`src/rtl/carry_resolver_if.sv`:
```
// rtl/carry_resolver_if.sv - byte stream handshake bundle between encoder, resolver and sink
interface carry_resolver_if;
   logic       in_valid;
   logic [8:0] in_data;
   logic       in_ready;
   logic       flush;
   logic       out_valid;
   logic [7:0] out_byte;
   logic       out_ready;
   logic       flush_done;
   logic       err;

   modport slave (
      input  in_valid, in_data, flush, out_ready,
      output in_ready, out_valid, out_byte, flush_done, err
   );

   modport master (
      output in_valid, in_data, flush, out_ready,
      input  in_ready, out_valid, out_byte, flush_done, err
   );
endinterface

```
`src/rtl/carry_resolver.sv`:
```
// rtl/carry_resolver.sv - resolves late carries from the arithmetic encoder by holding one byte
// plus a count of pending 0xFF bytes until the carry into them is known.
module carry_resolver #(
   parameter int RUN_CNT_WIDTH = 16
) (
   input  logic             general_clk,
   input  logic             reset,
   carry_resolver_if.slave  bus
);

   localparam logic [1:0] ACCEPT    = 2'd0;
   localparam logic [1:0] EMIT_HELD = 2'd1;
   localparam logic [1:0] EMIT_RUN  = 2'd2;
   localparam logic [1:0] FLUSH_END = 2'd3;

   localparam logic [RUN_CNT_WIDTH-1:0] CNT_ONE = RUN_CNT_WIDTH'(1);

   logic [1:0]               r_state;
   logic                     r_armed;
   logic                     r_held_valid;
   logic [7:0]               r_held_byte;
   logic [RUN_CNT_WIDTH-1:0] r_ff_cnt;
   logic [7:0]               r_emit_val;
   logic [7:0]               r_run_val;
   logic [RUN_CNT_WIDTH-1:0] r_run_len;
   logic                     r_flushing;
   logic                     r_err;

   logic       w_in_ready;
   logic       w_in_fire;
   logic       w_flush_req;
   logic       w_carry;
   logic [7:0] w_byte;
   logic       w_ff_max;
   logic [7:0] w_held_inc;
   logic [1:0] w_after_emit;
   logic [7:0] w_out_byte;

   // r_armed keeps in_ready low until the first edge after reset release
   assign w_in_ready   = (r_state == ACCEPT) && r_armed;
   assign w_in_fire    = bus.in_valid && w_in_ready;
   assign w_flush_req  = w_in_ready && !bus.in_valid && bus.flush;
   assign w_carry      = bus.in_data[8];
   assign w_byte       = bus.in_data[7:0];
   assign w_ff_max     = &r_ff_cnt;
   assign w_held_inc   = r_held_byte + 8'd1;
   assign w_after_emit = r_flushing ? FLUSH_END : ACCEPT;

   always_comb begin
      w_out_byte = 8'h00;
      case (r_state)
         EMIT_HELD: w_out_byte = r_emit_val;
         EMIT_RUN:  w_out_byte = r_run_val;
         default:   w_out_byte = 8'h00;
      endcase
   end

   assign bus.in_ready   = w_in_ready;
   assign bus.out_valid  = (r_state == EMIT_HELD) || (r_state == EMIT_RUN);
   assign bus.out_byte   = w_out_byte;
   assign bus.flush_done = (r_state == FLUSH_END);
   assign bus.err        = r_err;

   always_ff @(posedge general_clk or negedge reset) begin
      if (!reset) begin
         r_state      <= ACCEPT;
         r_armed      <= 1'b0;
         r_held_valid <= 1'b0;
         r_held_byte  <= 8'h00;
         r_ff_cnt     <= '0;
         r_emit_val   <= 8'h00;
         r_run_val    <= 8'h00;
         r_run_len    <= '0;
         r_flushing   <= 1'b0;
         r_err        <= 1'b0;
      end else begin
         r_armed <= 1'b1;
         case (r_state)
            ACCEPT: begin
               if (w_in_fire) begin
                  if (!r_held_valid) begin
                     // nothing to carry into yet: the carry is lost
                     r_held_byte  <= w_byte;
                     r_held_valid <= 1'b1;
                     if (w_carry) begin
                        r_err <= 1'b1;
                     end
                  end else if (!w_carry && (w_byte == 8'hFF)) begin
                     if (w_ff_max) begin
                        r_err <= 1'b1;
                     end else begin
                        r_ff_cnt <= r_ff_cnt + CNT_ONE;
                     end
                  end else begin
                     r_emit_val  <= w_carry ? w_held_inc : r_held_byte;
                     r_run_val   <= w_carry ? 8'h00 : 8'hFF;
                     r_run_len   <= r_ff_cnt;
                     r_held_byte <= w_byte;
                     r_ff_cnt    <= '0;
                     r_flushing  <= 1'b0;
                     r_state     <= EMIT_HELD;
                     if (w_carry && (r_held_byte == 8'hFF)) begin
                        r_err <= 1'b1;
                     end
                  end
               end else if (w_flush_req) begin
                  if (r_held_valid) begin
                     r_emit_val   <= r_held_byte;
                     r_run_val    <= 8'hFF;
                     r_run_len    <= r_ff_cnt;
                     r_held_valid <= 1'b0;
                     r_ff_cnt     <= '0;
                     r_flushing   <= 1'b1;
                     r_state      <= EMIT_HELD;
                  end else begin
                     r_state <= FLUSH_END;
                  end
               end
            end

            EMIT_HELD: begin
               if (bus.out_ready) begin
                  r_state <= (r_run_len != '0) ? EMIT_RUN : w_after_emit;
               end
            end

            EMIT_RUN: begin
               if (bus.out_ready) begin
                  r_run_len <= r_run_len - CNT_ONE;
                  if (r_run_len == CNT_ONE) begin
                     r_state <= w_after_emit;
                  end
               end
            end

            default: begin
               r_flushing <= 1'b0;
               r_state    <= ACCEPT;
            end
         endcase
      end
   end

endmodule

```
`src/flat_wrapper.sv`:
```
// flat-port wrapper written by rule: the top's interface ports become plain ports
module carry_resolver_flat 
#(
   parameter int RUN_CNT_WIDTH = 16
)
  (general_clk, reset, bus_in_valid, bus_in_data, bus_flush, bus_out_ready, bus_in_ready, bus_out_valid, bus_out_byte, bus_flush_done, bus_err);
  carry_resolver_if bus_i ();
  input  logic general_clk;
  input  logic reset;
  input wire logic [$bits(bus_i.in_valid)-1:0] bus_in_valid;
  input wire logic [$bits(bus_i.in_data)-1:0] bus_in_data;
  input wire logic [$bits(bus_i.flush)-1:0] bus_flush;
  input wire logic [$bits(bus_i.out_ready)-1:0] bus_out_ready;
  output wire logic [$bits(bus_i.in_ready)-1:0] bus_in_ready;
  output wire logic [$bits(bus_i.out_valid)-1:0] bus_out_valid;
  output wire logic [$bits(bus_i.out_byte)-1:0] bus_out_byte;
  output wire logic [$bits(bus_i.flush_done)-1:0] bus_flush_done;
  output wire logic [$bits(bus_i.err)-1:0] bus_err;
  assign bus_i.in_valid = bus_in_valid;
  assign bus_i.in_data = bus_in_data;
  assign bus_i.flush = bus_flush;
  assign bus_i.out_ready = bus_out_ready;
  assign bus_in_ready = bus_i.in_ready;
  assign bus_out_valid = bus_i.out_valid;
  assign bus_out_byte = bus_i.out_byte;
  assign bus_flush_done = bus_i.flush_done;
  assign bus_err = bus_i.err;
  carry_resolver #(.RUN_CNT_WIDTH(RUN_CNT_WIDTH)) u_core (.general_clk(general_clk), .reset(reset), .bus(bus_i));
endmodule
```
`config.mk`:
```
export PLATFORM = sky130hd
export DESIGN_NAME = carry_resolver_flat
export DESIGN_NICKNAME = d
export VERILOG_FILES = /design/src/rtl/carry_resolver_if.sv /design/src/rtl/carry_resolver.sv /design/src/flat_wrapper.sv
export SDC_FILE = /design/constraint.sdc
export NUM_CORES = 1
export LEC_CHECK = 0
export ABC_AREA = 1
export BUFFER_PORTS_ARGS = -buffer_cell sky130_fd_sc_hd__clkbuf_2
export CAP_MARGIN = 15
export CELL_PAD_IN_SITES_DETAIL_PLACEMENT = 1
export CELL_PAD_IN_SITES_GLOBAL_PLACEMENT = 1
export CORE_MARGIN = 8
export CORE_UTILIZATION = 44
export DETAILED_ROUTE_END_ITERATION = 8
export PLACE_DENSITY_LB_ADDON = 0.1
export SETUP_SLACK_MARGIN = 0.4
export SYNTH_ARGS = -nofsm -noshare
export SYNTH_HDL_FRONTEND = slang
export SYNTH_SLANG_ARGS = --single-unit
```
`constraint.sdc`:
```
create_clock -name general_clk -period 1.95 [get_ports general_clk]
set_input_delay 0.0975 -clock general_clk [delete_from_list [all_inputs] [get_ports general_clk]]
set_output_delay 0.0975 -clock general_clk [all_outputs]
set_load 0.05 [all_outputs]
```
After elaboration in Yosys (flattened, before gate mapping)
Cells that the tools add are included.
W data, S select, Z words.
{"block": "classes", "add_sub_neg": 3, "n_eq_ne": 18, "n_mux": 52, "bitwise": 1, "n_reduce_logical": 24}
{"cell": "$mux W16", "n": 12}
{"cell": "$mux W8", "n": 14}
{"cell": "$pmux W16 S2", "n": 1}
{"cell": "$mux W2", "n": 10}
{"cell": "$add A16 B1 Y16 const B", "n": 1}
{"cell": "$eq A16 B1 Y1 const B", "n": 1}
{"cell": "$eq A8 B8 Y1 const B", "n": 2}
{"cell": "$pmux W8 S2", "n": 1}
{"cell": "$reduce_and A16 Y1", "n": 1}
{"cell": "$reduce_bool A16 Y1", "n": 1}
{"cell": "$sub A16 B1 Y16 const B", "n": 1}
{"cell": "$mux W1", "n": 12}
{"cell": "$ne A3 B3 Y1 const B", "n": 4}
{"cell": "$reduce_and A4 Y1", "n": 3}
{"cell": "$ne A2 B2 Y1 const B", "n": 5}
{"cell": "$reduce_and A5 Y1", "n": 2}
{"cell": "$add A8 B1 Y8 const B", "n": 1}
{"cell": "$logic_and A1 B1 Y1", "n": 6}
{"cell": "$pmux W2 S3", "n": 1}
{"cell": "$reduce_and A6 Y1", "n": 1}
{"cell": "$reduce_bool A2 Y1", "n": 3}
{"cell": "$eq A2 B2 Y1 const B", "n": 2}
{"cell": "$ne A3 B1 Y1 const B", "n": 1}
{"cell": "$ne A3 B2 Y1 const B", "n": 1}
{"cell": "10 further kinds", "n": 11}
{"block": "word_totals", "ff_bits": 62, "input_bits": 14}

Longest topological paths before layout
Gate-level depths: netlist of the first run.
{"block": "logic_depth", "ltp_word": 7, "ltp_mapped": 12, "mapped_depth_nobuf": 12}

Worst setup path after synthesis of the first run
OpenSTA, ideal clock, no wires.
{"block": "synth_path", "kind": "register to output", "startpoint": "register u_core.r_state[0]", "endpoint": "output bus_out_byte[0]", "t_arrival_ps": 2140, "path_slack_ps": -287, "path_stages_with_launch": 5, "path_cell_list": "dfrtp_1 > inv_1 > ha_1 > clkinv_1 > a21oi_1"}
{"block": "synth_via", "elab_chain_len": 2}
{"item": "start: declaration", "line": "carry_resolver.sv:18", "source": "logic [1:0] r_state;"}
{"item": "start signal: assignment", "line": "carry_resolver.sv:123", "source": "r_state <= (r_run_len != '0) ? EMIT_RUN : w_after_emit;"}
{"item": "start signal: assignment", "line": "carry_resolver.sv:131", "source": "r_state <= w_after_emit;"}
{"item": "$eq A2 B2 Y1 / $eq A2 B1 Y1 (equally long branches)", "line": "carry_resolver.sv:51", "source": "case (r_state)"}
{"item": "$pmux W8 S2 (*)", "line": "carry_resolver.sv:51"}
{"item": "end: declaration", "line": "flat_wrapper.sv:16", "source": "output wire logic [$bits(bus_i.out_byte)-1:0] bus_out_byte;"}
Mark *: on every way between the ends. The rest lies on a longest branch, timed or not.

Worst setup path in the final report of the first run
{"block": "layout_path", "startpoint": "register u_core.r_state[0]", "endpoint": "register u_core.r_run_len[2]"}
{"block": "layout_via", "elab_chain_len": 6}
{"item": "$logic_not A2 Y1", "line": "carry_resolver.sv:40, carry_resolver.sv:78"}
{"item": "$logic_and A1 B1 Y1", "line": "carry_resolver.sv:40", "source": "assign w_in_ready = (r_state == ACCEPT) && r_armed;"}
{"item": "$logic_and A1 B1 Y1 (2 in series)", "line": "carry_resolver.sv:42", "source": "assign w_flush_req = w_in_ready && !bus.in_valid && bus.flush;"}
{"item": "$ne A3 B1 Y1 (no line)"}
{"item": "$reduce_and A5 Y1 (no line)"}
{"item": "end signal: assignment", "line": "carry_resolver.sv:97", "source": "r_run_len <= r_ff_cnt;"}
{"item": "end signal: assignment", "line": "carry_resolver.sv:110", "source": "r_run_len <= r_ff_cnt;"}
{"item": "end signal: assignment", "line": "carry_resolver.sv:129", "source": "r_run_len <= r_run_len - CNT_ONE;"}
{"item": "end: declaration", "line": "carry_resolver.sv:25", "source": "logic [RUN_CNT_WIDTH-1:0] r_run_len;"}
Several ways; a longest one is shown, not always the timed one.
A chain may end at the register's enable or synchronous reset.

==> results by group, run 1 <==
Status
  • Status: complete, no violations

Floorplan
  • FP Rows: 34
  • Chip Height: 111 µm
  • Initial cell density of the core: 45.2%
  • Die width: 111 µm
  • Top Ports: 26
  • Die area: 12200 µm²
  • Core Box Area: 8720 µm²

Setup path
  • Crit path kind: reg -> reg
  • FF-to-FF setup slack: 0.07 ns
  • Crit end category: flop
  • CP required: 2.19 ns
  • RR Startpoint: u_core.r_state[0]
  • Worst r2r path cells: 11
  • Critical path fanouts, max: 6
  • Reg-to-reg critical path endpoint: u_core.r_run_len[2]
  • Arr. time, crit path: 2.12 ns
  • Kind of start point of the critical path: flop

STA
  • Min Tclk post-route: 1.88 ns
  • Setup WS post-layout: 0.0726 ns
  • Final setup viols: 0
  • Worst-Margin Slew: 0.592 ns
  • Slew HR: 60.2%
  • Fmax achieved: 0.533 GHz
  • Final Hold Viols: 0
  • RSZ-0062 raised after global routing: true
  • Period Utilization, post-route: 96.3%
  • Final Skew: 0.0116 ns
  • Slew Limit Fails: 0

Yosys
  • Syn_nets: 595
  • Synthesized flop and latch total: 55
  • Synth Area in XOR/XNOR: 2.67%
  • Post-Synth Adder-Cell Area: 2.54%
  • Post-synth cell types: 35
  • Syn_area_per_cell: 6.87 µm²
  • Largest family of logic cells by synthesized area: simple AND/OR/NAND/NOR gates
  • Mapped Area: 3940 µm²
  • Simple-gate share of the synthesized area: 39.3%
  • Mux share of post-synthesis cell area: 0%
  • Synth Warn #: 0
  • Post-synthesis sequential area ratio: 34.9%
  • Synth Instances: 573
  • Synth Area in Compound Gates: 10.7%

Worst hold path
  • Hold_sp: bus_in_data[4]
  • Hold Path Stages: 3
  • HP Class: in -> reg
  • Hold EP: u_core.r_held_byte[4]

Global routing
  • GR Overflow Total: 0
  • Vias in the first global route: 4246
  • Largest net degree at the start of global routing: 27
  • Antenna violations before repair: 0
  • GRT Total Usage: 21.8%
  • First-pass GRT wire length: 22300 µm

Placement
  • Post-DP HPWL: 9330 µm
  • DP Worst Slack: 0.0275 ns
  • Routability cong.: 0.848
  • Port Buffers: 25

Clock tree
  • CTS Buffer Depth: 2
  • Clock slew at reported path FFs: 0.10 ns
  • Clock sink count: 55
  • Num CTS Buffers: 5
  • Root buf cell: clkbuf_8
  • CTS tree: done
  • H-tree levels: 2
  • Clk_lat worst skew: 0.32 ns

Drt
  • Detailed-route DRC error count: 0
  • Drt pass-1 iters: 4
  • Drt via density: 5.39
  • Final WL: 13600 µm
  • Routed length per instance: 18.3 µm
  • Vias after detailed routing: 4003
  • Drt first-iter violations: 148
  • Routed Antenna Nets: 0

Power and ir drop
  • Leak: 2.43 nW
  • Power Total: 7.35 mW
  • Maximum vdd drop: 0.662 mV
  • PwrDens: 1430 nW/µm²

Cells and area
  • Nets: 656
  • Area grow syn2layout: 30.9%
  • Share of cells above drive strength 1: 28.0%
  • Antenna cells: 0

Run
  • Max Cap Viol: 0
## critical path: stages (launching register included)
cell	delay [ns]
dfrtp_1	0.41
inv_2	0.09
ha_4	0.16
nand2_4	0.08
nor2_4	0.20
buf_6	0.14
nand4_4	0.14
nand4_1	0.15
buf_4	0.15
buf_6	0.12
nand2_1	0.07
o21ai_2	0.08
## synthesized netlist by cell type, drive strengths merged
master	n	area (µm²)
xnor2	3	26.3
dfrtp	55	1380
xor2	9	78.8
o21ai	41	265
o21bai	3	22.5
ha	8	100
nand3	38	220
nor2	59	254
nand2	223	885
nand3b	1	7.51
nor3	6	30.0
buf	11	115
conb	1	3.75
o211ai	1	7.51
a21oi	21	128
inv	64	240
nor4	1	6.26
clkbuf	5	18.8
or2	1	6.26
clkinv	2	7.51
nand4	20	140
## timing repair
action,CTS,global route
pin swaps,7,15
buffers inserted,19,4
endpoints found under the setup margin,55,62
gates resized for setup,43,36
endpoints found under the hold margin,16,0
hold buffers,1,0
cloned,2,1
## how the worst max path moves through the flow
stage,to,start,cells past startpoint
finish,u_core.r_run_len[2],u_core.r_state[0],11
global route,u_core.r_emit_val[1],u_core.r_state[0],12
CTS,u_core.r_emit_val[1],u_core.r_state[1],12
detailed placement,u_core.r_ff_cnt[7],u_core.r_state[1],11
global placement,u_core.r_ff_cnt[10],u_core.r_state[1],10
floorplan,u_core.r_emit_val[0],u_core.r_state[1],10
## area by class of cell
| cell class | count | area (µm²) |
|---|---|---|
| Tap cell | 108 | 135 |
| Multi-Input combinational cell | 436 | 2530 |
| Sequential cell | 55 | 1380 |
| Timing Repair inverter | 1 | 6.26 |
| Fill cell | 1114 | 3560 |
| Clock inverter | 2 | 35.0 |
| Timing Repair Buffer | 69 | 714 |
| Clock buffer | 6 | 82.6 |
| Inverter | 66 | 280 |
## placed cells by master (no fill, tap or decap), types with 3 or more instances in the layout
cell type,count
nand3_1,34
xnor2_1,3
a21oi_4,10
buf_4,25
nor2_4,5
o21ai_2,20
clkbuf_8,6
nand2_2,20
o21ai_0,15
nand2_4,20
nand4_1,19
buf_6,11
clkbuf_2,16
o21ai_1,6
buf_12,14
xor2_1,8
dfrtp_1,55
nor3_1,6
o21bai_1,3
inv_1,54
inv_2,6
nand2_1,180
inv_8,3
ha_1,5
nor2_1,52
a21oi_1,11
nand2_8,3
## power breakdown
group / internal [mW] / total (mW) / switching (mW)
registers: 1.50 / 1.97 / 0.471
clock network: 0.417 / 0.816 / 0.399
logic: 1.70 / 4.57 / 2.87
total: 3.61 / 7.35 / 3.74
## per-stage QoR
step | hold slack (ns) | std cells | area, µm² | util, % | setup TNS, ns
3_5_place_dp | 0.102 | 708 | 4530 | 52.0 | 0
2_1_floorplan | -0.198 | 573 | 4130 | - | 0
5_1_grt | 0.0305 | 743 | 5160 | 59.1 | -0.0712
3_3_place_gp | 0.109 | 708 | 4530 | 52.0 | 0
4_1_cts | 0.0187 | 738 | 4960 | 56.9 | 0
6_report | 0.0148 | 743 | 5160 | 59.1 | 0
## flip-flops by register name, indices dropped and copies added, names as in the netlist
name,cells
u_core.r_armed,1
u_core.r_state,2
u_core.r_ff_cnt,16
u_core.bus.err,1
u_core.r_run_len,16
u_core.r_run_val,1
u_core.r_held_byte,8
u_core.r_held_valid,1
u_core.r_flushing,1
u_core.r_emit_val,8
## kinds of logic after synthesis
group	after synthesis
compound gates	66
xor+xnor	12
fa+ha+maj	8
buf+inv	82
flops	55
other cells	1
simple gates	349
## per-layer routing
| layer | share of wire (%) | up-vias | track usage [%] |
|---|---|---|---|
| met5 | 0 | - | 0 |
| met4 | 1.7 | 0 | 6.04 |
| met3 | 2.8 | 22 | 3.46 |
| met2 | 50 | 72 | 36.6 |
| met1 | 46 | 1980 | 28.1 |
| li1 | - | 1929 | - |
Power figures use the tool's default switching activity.
==> run 2: changes to the inputs <==
- PLACE_DENSITY_LB_ADDON: 0.1 -> 0.25
==> results by group, run 2 (synthesis gave the netlist of run 1 again) <==
Run
  • Max Cap Viol: 0 (unchanged)

Power and ir drop
  • Maximum vdd drop: 0.770 mV (+16%)
  • Power Total: 7.76 mW (+5.5%)
  • Leak: 2.47 nW (+1.6%)
  • PwrDens: 1480 nW/µm² (+3.9%)

Global routing
  • GRT Total Usage: 22.3% (+0.49 points)
  • First-pass GRT wire length: 22800 µm (+2.5%)
  • Met1 Resource Use GR: 28.2% (about the same)
  • Largest net degree at the start of global routing: 24 (-11%)
  • Met2 Use GR: 37.9% (+1.3 points)
  • Busiest grt layer: met2
  • GR Overflow Total: 0 (unchanged)
  • Vias in the first global route: 4437 (+4.5%)
  • Antenna violations before repair: 0 (unchanged)
  • Met3 Use GR: 2.98% (-0.49 points)

Clock tree
  • CTS tree: done
  • CTS Buffer Depth: 2 (unchanged)
  • Clk_lat worst skew: 0.33 ns (about the same)
  • Root buf cell: clkbuf_8
  • H-tree levels: 2 (unchanged)
  • Clock slew at reported path FFs: 0.13 ns (+0.03 ns)
  • Num CTS Buffers: 5 (unchanged)
  • Clock sink count: 55 (unchanged)

Setup path
  • Kind of start point of the critical path: flop
  • Critical Path, Cell by Cell: inv_2 > ha_4 > nand2_4 > nor2_4 > buf_6 > nand4_4 > nand4_1 > buf_6 > clkinvlp_4 > nand2_2 > nand2_1
  • WP buf/inv: 4 (unchanged)
  • Most used cell, CP: buf_6
  • Family with the most delay on the worst path: simple AND/OR/NAND/NOR gates
  • Crit path kind: reg -> reg
  • CP max stage delay: 0.43 ns (+0.02 ns)
  • Arr. time, crit path: 2.24 ns (+0.12 ns)
  • CP max-delay cell: dfrtp_1
  • CP required: 2.18 ns (about the same)
  • Crit end category: flop
  • Critical path fanouts, max: 6 (unchanged)

Drt
  • Drt pass-1 iters: 4 (unchanged)
  • Drt first-iter violations: 186 (+26%)
  • Routed Antenna Nets: 0 (unchanged)
  • Detailed-route DRC error count: 0 (unchanged)
  • Routed length per instance: 20.6 µm (+13%)
  • Final WL: 15600 µm (+15%)
  • Drt via density: 5.70 (+5.9%)
  • Vias after detailed routing: 4329 (+8.1%)

Cells and area
  • # fillers: 1070 (-3.9%)
  • Antenna cells: 0 (unchanged)
  • Most frequent cells in the layout: nand2_1, dfrtp_1, inv_1
  • Nets: 672 (+2.4%)
  • Share of cells above drive strength 1: 30.3% (+2.2 points)
  • Commonest non-fill, non-tap cell in the layout: nand2_1
  • Largest registers: u_core.r_ff_cnt: 16 flops, u_core.r_run_len: 16 flops
  • Util after Layout: 60.0% (+0.90 points)
  • Sequential Area: 1380 µm² (unchanged)
  • Area of the multi-input gates: 2480 µm² (-1.9%)
  • Final instance area: 5240 µm² (+1.5%)
  • Area grow syn2layout: 32.9%

Placement
  • Routability cong.: 0.915 (+7.8%)
  • DP Worst Slack: -0.0313 ns (-0.0588 ns)
  • Port Buffers: 25 (unchanged)
  • DP Area: 4520 µm² (-0.22%)
  • Post-DP HPWL: 9290 µm (-0.44%)

STA
  • Final Skew: 0.0204 ns (+0.00877 ns)
  • Slew Limit Fails: 0 (unchanged)
  • Worst-Margin Slew: 0.705 ns (+0.113 ns)
  • Final setup viols: 14 (+14)
  • Setup WS post-layout: -0.0672 ns (-0.140 ns)
  • Min Tclk post-route: 2.02 ns (+0.140 ns)
  • RSZ-0062 raised after global routing: true
  • Slew HR: 53.0% (-7.2 points)
  • WHS: 0.0205 ns (+0.00577 ns)
  • Fmax achieved: 0.496 GHz (-6.9%)
  • Final Hold Viols: 0 (unchanged)
  • Period Utilization, post-route: 103% (+7.2 points)

Status
  • Failing checks: negative setup slack
  • Status: finished with violations

Floorplan
  • Chip Height: 111 µm (unchanged)
  • Core Box Area: 8720 µm² (unchanged)
  • Die width: 111 µm (unchanged)
  • Top Ports: 26 (unchanged)
  • Die area: 12200 µm² (unchanged)
  • FP Rows: 34 (unchanged)
  • Initial cell density of the core: 45.2% (unchanged)

Worst hold path
  • HP Class: in -> reg
==> run 2: changes by cell type in the layout (fill, tap and decap cells not counted), moves of 3 or more <==
cell,delta
buf_4,+11
buf_6,+5
inv_8,-3
nand2_2,+14
nand2_4,-15
nor2_1,-3
nor2_2,+4
o21ai_0,-4
o21ai_1,+6
==> run 2: layout make-up <==
cell class | instances | share of cell area [%]
timing repair buffer | 84 | 16.6
multi-input combinational | 437 | 47.4
clock inverter | 3 | 0.478
sequential | 55 | 26.3
tap | 108 | 2.58
timing repair inverter | 1 | 0.143
inverter | 66 | 5.26
clock buffer | 5 | 1.31
==> run 2: layer usage <==
metal  up-vias  share of wire (%)
met4         0                3.9
met1      2154                 43
met2       152                 49
met5         -                  0
li1       1973                  -
met3        50                4.1
==> run 2: final timing paths <==
| kind | endpoint | startpoint | cells after the start | slack, ns |
|---|---|---|---|---|
| setup / recovery | u_core.r_run_len[0] | u_core.r_state[0] | 11 | -0.07 |
| hold / removal | u_core.r_held_byte[4] | bus_in_data[4] | 3 | 0.02 |
| setup reg to reg | u_core.r_run_len[0] | u_core.r_state[0] | 11 | -0.07 |
| hold reg to reg | u_core.r_emit_val[1] | u_core.r_emit_val[1] | 2 | 0.53 |
| max in group asynchronous | u_core.r_emit_val[2] | reset | 3 | 0.86 |
| min in group asynchronous | u_core.r_state[0] | reset | 2 | 0.34 |
==> run 2: tightest hold or removal path, stage by stage <==
cell and delay [ns]:
clkbuf_2 0.10, nand2_2 0.06, o21ai_1 0.05
==> run 2: repair_timing <==
item | in CTS | in global routing
endpoints found under the hold margin | 21 | 0
setup buffers | 23 | 12
pin swaps | 11 | 15
endpoints found under the setup margin | 54 | 63
cloned | 3 | 2
resized for setup | 20 | 62
hold buffers | 1 | 0
==> run 2: report_power, final <==
part	internal, mW	leakage (nW)	total, mW	switching, mW
Sequential	1.50	0.721	1.95	0.453
Combinational	1.90	1.70	5.10	3.20
Clock	0.259	0.0443	0.707	0.448
==> run 2: metrics by stage <==
| step | cells | TNS, ns |
|---|---|---|
| after floorplan | 573 | 0 |
| after global placement | 710 | 0 |
| after detailed placement | 710 | -0.0905 |
| after CTS | 745 | 0 |
| after global routing | 759 | -2.29 |
| final | 759 | -0.327 |
